==> src/rtl/arm_control_unit.sv <==
// Moore microsequencer for a simple ARM-subset datapath: 5-bit state register, CW decoded from state (plus IR fields).
// Optional macro CU_BRANCH_LINK_EN: a branch with IR[24]=1 writes R14 in a LINK state before BRANCH.
module arm_control_unit (
  input  logic        CLK,
  input  logic        Reset,
  input  logic [31:0] IR,
  input  logic        MFC,
  input  logic [3:0]  Flags,
  output logic [31:0] CW
);

  typedef enum logic [4:0] {
    S_RESET  = 5'd0,
    S_FETCH1 = 5'd1,
    S_FETCH2 = 5'd2,
    S_FETCH3 = 5'd3,
    S_DECODE = 5'd4,
    S_DP_REG = 5'd5,
    S_DP_IMM = 5'd6,
    S_ADDR   = 5'd7,
    S_LOAD   = 5'd8,
    S_WB     = 5'd9,
    S_STORE  = 5'd10,
    S_LINK   = 5'd11,
    S_BRANCH = 5'd12
  } state_t;

  localparam int B_MFA    = 31;
  localparam int B_RW_RAM = 30;
  localparam int B_RF_RW  = 28;
  localparam int B_SSAB   = 27;
  localparam int B_SSOP   = 26;
  localparam int B_SMA    = 25;
  localparam int B_STA    = 24;
  localparam int B_MAR_EN = 23;
  localparam int B_SR_EN  = 22;
  localparam int B_MDR_EN = 21;
  localparam int B_IR_EN  = 20;
  localparam int B_SHT_EN = 19;
  localparam int B_ISE_EN = 18;
  localparam int B_CLR    = 16;

  localparam logic [3:0] ALU_ADD = 4'b0100;
  localparam logic [3:0] ALU_SUB = 4'b0010;

  state_t      state_q, state_d;
  logic [31:0] cw;
  logic        cond_ok;
  logic        link_br;
  logic        fl_c, fl_n, fl_v, fl_z;
  logic        unused_ir;

  assign fl_c = Flags[3];
  assign fl_n = Flags[2];
  assign fl_v = Flags[1];
  assign fl_z = Flags[0];
  assign unused_ir = ^IR[19:0];

`ifdef CU_BRANCH_LINK_EN
  assign link_br = IR[24];
`else
  assign link_br = 1'b0;
`endif

  always_comb begin
    cond_ok = 1'b0;
    case (IR[31:28])
      4'b0000: cond_ok = fl_z;
      4'b0001: cond_ok = !fl_z;
      4'b0010: cond_ok = fl_c;
      4'b0011: cond_ok = !fl_c;
      4'b0100: cond_ok = fl_n;
      4'b0101: cond_ok = !fl_n;
      4'b0110: cond_ok = fl_v;
      4'b0111: cond_ok = !fl_v;
      4'b1000: cond_ok = fl_c && !fl_z;
      4'b1001: cond_ok = !fl_c || fl_z;
      4'b1010: cond_ok = (fl_n == fl_v);
      4'b1011: cond_ok = (fl_n != fl_v);
      4'b1100: cond_ok = !fl_z && (fl_n == fl_v);
      4'b1101: cond_ok = fl_z || (fl_n != fl_v);
      4'b1110: cond_ok = 1'b1;
      default: cond_ok = 1'b0;
    endcase
  end

  always_comb begin
    state_d = S_RESET;
    case (state_q)
      S_RESET:  state_d = S_FETCH1;
      S_FETCH1: state_d = S_FETCH2;
      S_FETCH2: state_d = S_FETCH3;
      S_FETCH3: state_d = MFC ? S_DECODE : S_FETCH3;
      S_DECODE: begin
        if (!cond_ok) begin
          state_d = S_FETCH1;
        end else begin
          case (IR[27:25])
            3'b000:  state_d = S_DP_REG;
            3'b001:  state_d = S_DP_IMM;
            3'b010:  state_d = S_ADDR;
            3'b101:  state_d = link_br ? S_LINK : S_BRANCH;
            default: state_d = S_FETCH1;
          endcase
        end
      end
      S_DP_REG: state_d = S_FETCH1;
      S_DP_IMM: state_d = S_FETCH1;
      S_ADDR:   state_d = IR[20] ? S_LOAD : S_STORE;
      S_LOAD:   state_d = MFC ? S_WB : S_LOAD;
      S_WB:     state_d = S_FETCH1;
      S_STORE:  state_d = MFC ? S_FETCH1 : S_STORE;
      S_LINK:   state_d = S_BRANCH;
      S_BRANCH: state_d = S_FETCH1;
      default:  state_d = S_RESET;
    endcase
  end

  always_ff @(posedge CLK or negedge Reset) begin
    if (!Reset) state_q <= S_RESET;
    else        state_q <= state_d;
  end

  // Field slices: [15:14]=DSS [13:12]=WRA [11:10]=SRA [9:8]=SRB [7:6]=SISE [5:4]=SALUB [3:0]=ALUA
  always_comb begin
    cw = '0;
    case (state_q)
      S_RESET: cw[B_CLR] = 1'b1;
      S_FETCH1: begin
        cw[11:10]    = 2'b11;
        cw[B_SMA]    = 1'b1;
        cw[B_MAR_EN] = 1'b1;
      end
      S_FETCH2: begin
        cw[11:10]    = 2'b11;
        cw[5:4]      = 2'b11;
        cw[3:0]      = ALU_ADD;
        cw[B_RF_RW]  = 1'b1;
        cw[13:12]    = 2'b11;
        cw[B_MFA]    = 1'b1;
        cw[B_RW_RAM] = 1'b1;
      end
      S_FETCH3: begin
        cw[B_MFA]    = 1'b1;
        cw[B_RW_RAM] = 1'b1;
        cw[B_IR_EN]  = 1'b1;
      end
      S_DP_REG, S_DP_IMM: begin
        cw[9:8]      = 2'b10;
        cw[B_SHT_EN] = 1'b1;
        cw[3:0]      = IR[24:21];
        cw[13:12]    = 2'b01;
        cw[B_SR_EN]  = IR[20];
        // TST/TEQ/CMP/CMN only update flags
        cw[B_RF_RW]  = (IR[24:23] != 2'b10);
        cw[B_SSOP]   = (state_q == S_DP_IMM);
        cw[B_STA]    = (state_q == S_DP_IMM);
      end
      S_ADDR: begin
        cw[B_ISE_EN] = 1'b1;
        cw[5:4]      = 2'b01;
        cw[3:0]      = IR[23] ? ALU_ADD : ALU_SUB;
        cw[B_MAR_EN] = 1'b1;
      end
      S_LOAD: begin
        cw[B_MFA]    = 1'b1;
        cw[B_RW_RAM] = 1'b1;
        cw[B_MDR_EN] = 1'b1;
      end
      S_WB: begin
        cw[B_RF_RW]  = 1'b1;
        cw[13:12]    = 2'b01;
        cw[15:14]    = 2'b01;
      end
      S_STORE: begin
        cw[9:8]      = 2'b01;
        cw[B_SSAB]   = 1'b1;
        cw[B_MDR_EN] = 1'b1;
        cw[B_MFA]    = 1'b1;
      end
      S_LINK: begin
        cw[11:10]    = 2'b11;
        cw[15:14]    = 2'b10;
        cw[13:12]    = 2'b10;
        cw[B_RF_RW]  = 1'b1;
      end
      S_BRANCH: begin
        cw[11:10]    = 2'b11;
        cw[B_ISE_EN] = 1'b1;
        cw[7:6]      = 2'b10;
        cw[5:4]      = 2'b01;
        cw[3:0]      = ALU_ADD;
        cw[B_RF_RW]  = 1'b1;
        cw[13:12]    = 2'b11;
      end
      default: cw = '0;
    endcase
  end

  assign CW = cw;

endmodule

==> config.mk <==
export PLATFORM = sky130hd
export DESIGN_NAME = arm_control_unit
export DESIGN_NICKNAME = d
export VERILOG_FILES = /design/src/rtl/arm_control_unit.sv
export SDC_FILE = /design/constraint.sdc
export NUM_CORES = 1
export LEC_CHECK = 0
export BUFFER_PORTS_ARGS = -buffer_cell sky130_fd_sc_hd__buf_2
export CAP_MARGIN = 10
export CORE_UTILIZATION = 29
export CTS_CLUSTER_SIZE = 30
export DETAILED_ROUTE_END_ITERATION = 16
export PLACE_DENSITY = 0.6
export SLEW_MARGIN = 25
export SYNTH_ARGS = -nofsm -noshare
export SYNTH_HDL_FRONTEND = slang
export SYNTH_SLANG_ARGS = --single-unit
==> constraint.sdc <==
create_clock -name CLK -period 1.6 [get_ports CLK]
set_input_delay 0.08 -clock CLK [delete_from_list [all_inputs] [get_ports CLK]]
set_output_delay 0.08 -clock CLK [all_outputs]
set_load 0.05 [all_outputs]
# After elaboration in Yosys (flattened, before gate mapping)
# Cells that the tools add are included.
classes:
  reduce_logical: 22
  n_mux: 29
  n_shift: 0
  magnitude_cmp: 0
  n_mul: 0
  eq_ne: 32
  div_mod_pow: 0
  add_sub_neg: 0
  n_bitwise: 0
ops:
  columns: ["cell", "n"]
  rows:
  - ["$pmux W4 S9", 1]
  - ["$eq A4 B4 Y1 const B", 7]
  - ["$eq A5 B4 Y1 const B", 5]
  - ["$eq A5 B3 Y1 const B", 4]
  - ["$eq A4 B3 Y1 const B", 4]
  - ["$pmux W4 S4", 1]
  - ["$pmux W1 S15", 1]
  - ["$mux W1", 13]
  - ["$pmux W2 S2", 3]
  - ["$pmux W4 S3", 1]
  - ["$reduce_or A4 Y1", 3]
  - ["$eq A5 B2 Y1 const B", 2]
  - ["$reduce_or A2 Y1", 5]
  - ["$eq A4 B2 Y1 const B", 2]
  - ["$mux W4", 2]
  - ["$mux W2", 3]
  - ["$mux W3", 2]
  - ["$pmux W2 S3", 1]
  - ["$reduce_or A3 Y1", 2]
  - ["$eq A5 B1 Y1 const B", 1]
  - ["$logic_not A5 Y1", 1]
  - ["$reduce_or A5 Y1", 1]
  - ["$eq A4 B1 Y1 const B", 1]
  - ["$logic_not A1 Y1", 4]
  - ["11 further kinds", 13]
totals:
  wordCells: 84
  romBits: 0
  memories: 0
  regBits: 5
  mem_bits_rw: 0
  input_bits: 39
  output_inout_bits: 32
  latch_bits: 0

# Depth between registers and ports, before layout
depth:
  depth_word: 5
  mapped_depth: 7
  ltp_nobuf: 5

# Worst setup path after synthesis
# No wires, ideal clock.
synth_timing:
  path_type: "flip-flop to output port"
  from: "register state_q[0]"
  to: "output CW[4]"
  stages_incl_launch_ff: 5
  required_time_ps: 1520
  path_slack_ps: -921
  path_buffers: 0
  t_arrival_ps: 2441
  path_cell_list: "dfrtp_1 -> nand2b_1 -> or2_2 -> a21boi_0 -> or2_2"
synth_between:
  elab_chain_cells: 3
  elab_cells_between_ends: 5
  cone_classes: "eq/ne (3); mux (1); reduce/logical (1)"
synth_rtl:
  columns: ["item", "line_no", "rtl"]
  rows:
  - ["start: declaration", "46", "state_t state_q, state_d;"]
  - ["start signal: assignment", "121", "else state_q <= state_d;"]
  - ["$eq A5 B4 Y1 / $eq A5 B3 Y1 (equally long branches)", "127", "case (state_q)"]
  - ["$reduce_or A2 Y1 (no line)", null, null]
  - ["$pmux W2 S2 (*)", "127", null]
  - ["end: declaration", "9", "output logic [31:0] CW"]
# Mark *: on every way between the ends. The rest lies on a longest branch, timed or not.

# Final worst setup path
layout_timing:
  from: "register state_q[0]"
  to: "output CW[26]"
layout_between:
  elab_chain_cells: 3
  elab_cells_between_ends: 4
  cone_classes: "eq/ne (2); mux (1); reduce/logical (1)"
layout_rtl:
  columns: ["item", "line_no"]
  rows:
  - ["$eq A5 B3 Y1, on equally long branches", "127, 156"]
  - ["$reduce_or A2 Y1", "127"]
  - ["$mux W1 (*)", "127"]
# Marked as above.

==> key figures <==
Critical path
  – Startpoint Class: flip-flop
  – Reg-to-Reg Start: state_q[3]
  – WP data arrival: 1.54 ns
  – Worst Setup Path Type: reg2out
  – Critical Path End Type: primary output
  – Data required, critical path: 1.52 ns
  – R2R Setup Slk: 0.05 ns
  – R2R cell count: 7
  – CP max FO: 5
  – Crit path capture: CW[26]
  – CP startpoint: state_q[0]
  – Cell Chain, Critical Path: nand2b_1 -> buf_4 -> nor2_1 -> clkbuf_4
  – Slowest cell on crit path: dfrtp_1
  – Worst r2r dst: state_q[0]
  – CP peak stage delay: 0.40 ns

STA
  – Fin crit period: 1.615 ns
  – Final setup skew: 0.006219 ns
  – Final Hold Fails: 0
  – Period utilization: 100.9%
  – Hold WS: 0.1775 ns
  – Max Clock Freq: 0.6192 GHz
  – Slew Viols, Final: 0
  – RSZ-0062 raised after global routing: yes
  – Final setup violation count: 2
  – Worst setup margin: -0.01508 ns
  – Total Neg Setup Slack: -0.02788 ns

Clock network
  – Reg clk slew, reported paths: 0.04 ns
  – Clock buffer depth: 2
  – H-tree lvl count: 1
  – Clk_lat worst skew: 0.23 ns
  – CTS tree: yes
  – Clock sink count: 4
  – CTS Root Cell: clkbuf_4
  – Cts bufs inserted: 3

Floorplan
  – Initial core utilization: 31.08%
  – Die Ht: 56.60 um
  – Top Ports: 71
  – Die area: 3204 um2
  – Die width: 56.60 um
  – CORE AREA: 2781 um2
  – Row cnt: 19

Yosys
  – #FFs+latches synth: 4
  – Post-synthesis sequential area ratio: 11.58%
  – Largest family of logic cells by synthesized area: simple AND/OR/NAND/NOR gates
  – Syn avg cell area: 6.862 um2
  – Post-Syn Area: 864.6 um2
  – Post-synthesis mux area share: 2.315%
  – Cell variety after synth: 44
  – Post-Syn Instances: 126
  – Post-synthesis xor/xnor area fraction: 5.065%
  – EDFF count, synth: 0
  – Post-synth ARST share: 100.0%
  – Synth Warn #: 0
  – Fraction of the mapped netlist area in adder cells: 0%
  – Ys flop type: dfrtp_1
  – Simple-gate share of the synthesized area: 37.34%
  – Synth Area in Compound Gates: 30.39%

Global routing
  – Total GRT Usage: 16.16%
  – Vias in the first global route: 1023
  – Congestion Overflow GR: 0
  – Largest net degree at the start of global routing: 10
  – Initial antenna violation count: 0
  – First-pass GRT wire length: 4.284 mm

Place
  – DP Area: 1240 um2
  – GPL Wtd Cong: 0.7459
  – Port buffer count: 47
  – HPWL Detailed: 2.035 mm

Finish
  – Inserted Diodes: 0
  – Biggest regs: state_q x4
  – Max reg flops: 4
  – Fraction of layout cells with a size suffix above 1: 57.53%
  – Design area: 1491 um2
  – Fill count: 274
  – Util after Layout: 53.62%
  – Layout net count: 227
  – Largest register by flop count: state_q
  – Area Growth Syn to Fin: 72.50%

Run status
  – Violated checks: negative setup slack
  – Status: finished with violations

Routing
  – Via count: 1144
  – First-pass iteration count of the detailed router: 6
  – Post-route ant nets: 0
  – Final wirelength: 2.739 mm
  – DRT iter0 DRCs: 39
  – DRC viols: 0
  – Vias per cell: 5.272
  – Wire per inst: 12.62 um

Hold path
  – Min-Delay Path Class: in2async

Power
  – P_leak: 0.7035 nW
  – PD cells: 2745 nW/um2
  – Maximum vdd drop: 0.002360 V
  – Overall Power: 4.094 mW

Flow run
  – Max-cap violations: 0
==> metrics by stage <==
stage,setup slack (ns),instances
3_5_place_dp,-0.02131,206
2_1_floorplan,-0.2595,128
4_1_cts,-0.002739,214
6_report,-0.01508,217
3_3_place_gp,0.03421,206
5_1_grt,-0.1010,217
==> repair_timing <==
| action | 4_1_cts | 5_1_grt |
|---|---|---|
| gates resized for setup | 31 | 25 |
| pin swaps | 2 | 4 |
| hold buffers | 1 | 0 |
| setup endpoints to repair | 25 | 22 |
| setup buffers | 4 | 3 |
| endpoints found under the hold margin | 4 | 0 |
==> routing by layer <==
metal	global-route usage [%]	share of wire, %	routed length (um)
met1	18.35	39	1074
met2	31.26	57	1562
met3	1.843	3.2	87
met4	4.181	0.51	14
met5	0	0	0
==> where the power goes <==
group	switching [mW]	total, mW	internal [mW]
sequential	0.109	0.270	0.161
clock	0.0385	0.122	0.0837
combinational	2.28	3.70	1.42
==> area by class of cell <==
type | instances | area [um2] | area share, %
multi-input combinational | 103 | 775.7 | 52.01
timing repair buffer | 71 | 531.8 | 35.65
sequential | 4 | 103.9 | 6.963
tap | 31 | 38.79 | 2.601
clock buffer | 3 | 22.52 | 1.510
inverter | 5 | 18.77 | 1.258
==> critical path, delay by kind of cell, from the launching register on <==
kind / cells / cell delay (ns)
buf+inv: 2 / 0.47
simple gates: 2 / 0.43
flops: 1 / 0.40
==> cell families (layout without fill, tap and decap cells) <==
group / after synthesis / count (layout)
xor gates and xnor gates: 5 / 5
buffers and inverters: 21 / 79
AOI/OAI and AO/OA: 35 / 35
other: 1 / 3
muxes: 2 / 2
and+or+nand+nor: 58 / 58
DFF: 4 / 4
==> cell usage after synthesis (3+ instances only) <==
cell      instances  share of area (%)
nor2b_1           3                2.2
dfrtp_1           4                 12
and2_1            3                2.2
inv_1             5                2.2
clkbuf_1          6                2.6
o21ai_0           4                2.3
a21oi_1          12                6.9
nand2_1           8                3.5
nand2b_1          9                6.5
nor2_1           13                5.6
nor3b_1           4                3.5
nor3_1            6                3.5
or2_2             3                2.2
xor2_1            3                3.0
buf_4             6                5.2
==> placed cells by master (no fill, tap or decap), types with 3 or more instances in the layout <==
master     n
and2_1     3
nand2b_1   6
xor2_1     3
nand2b_4   3
inv_1      5
conb_1     3
o21ai_0    3
a21oi_1    9
nand2_1    5
buf_4     20
nor2_1    10
buf_2     24
clkbuf_4  15
nor3_1     4
nor3b_1    3
dfrtp_2    3
buf_6     13
==> worst min path at each step <==
stage | startpoint | to | slack [ns] | cells after the start
final | Reset | state_q[0] | 0.18 | 2
after global routing | Reset | state_q[0] | 0.21 | 2
after CTS | Reset | state_q[0] | 0.17 | 2
after detailed placement | Reset | state_q[3] | -0.11 | 1
after global placement | Reset | state_q[3] | -0.12 | 1
after floorplan | Reset | state_q[0] | -0.22 | 0
Power figures use the tool's default switching activity.
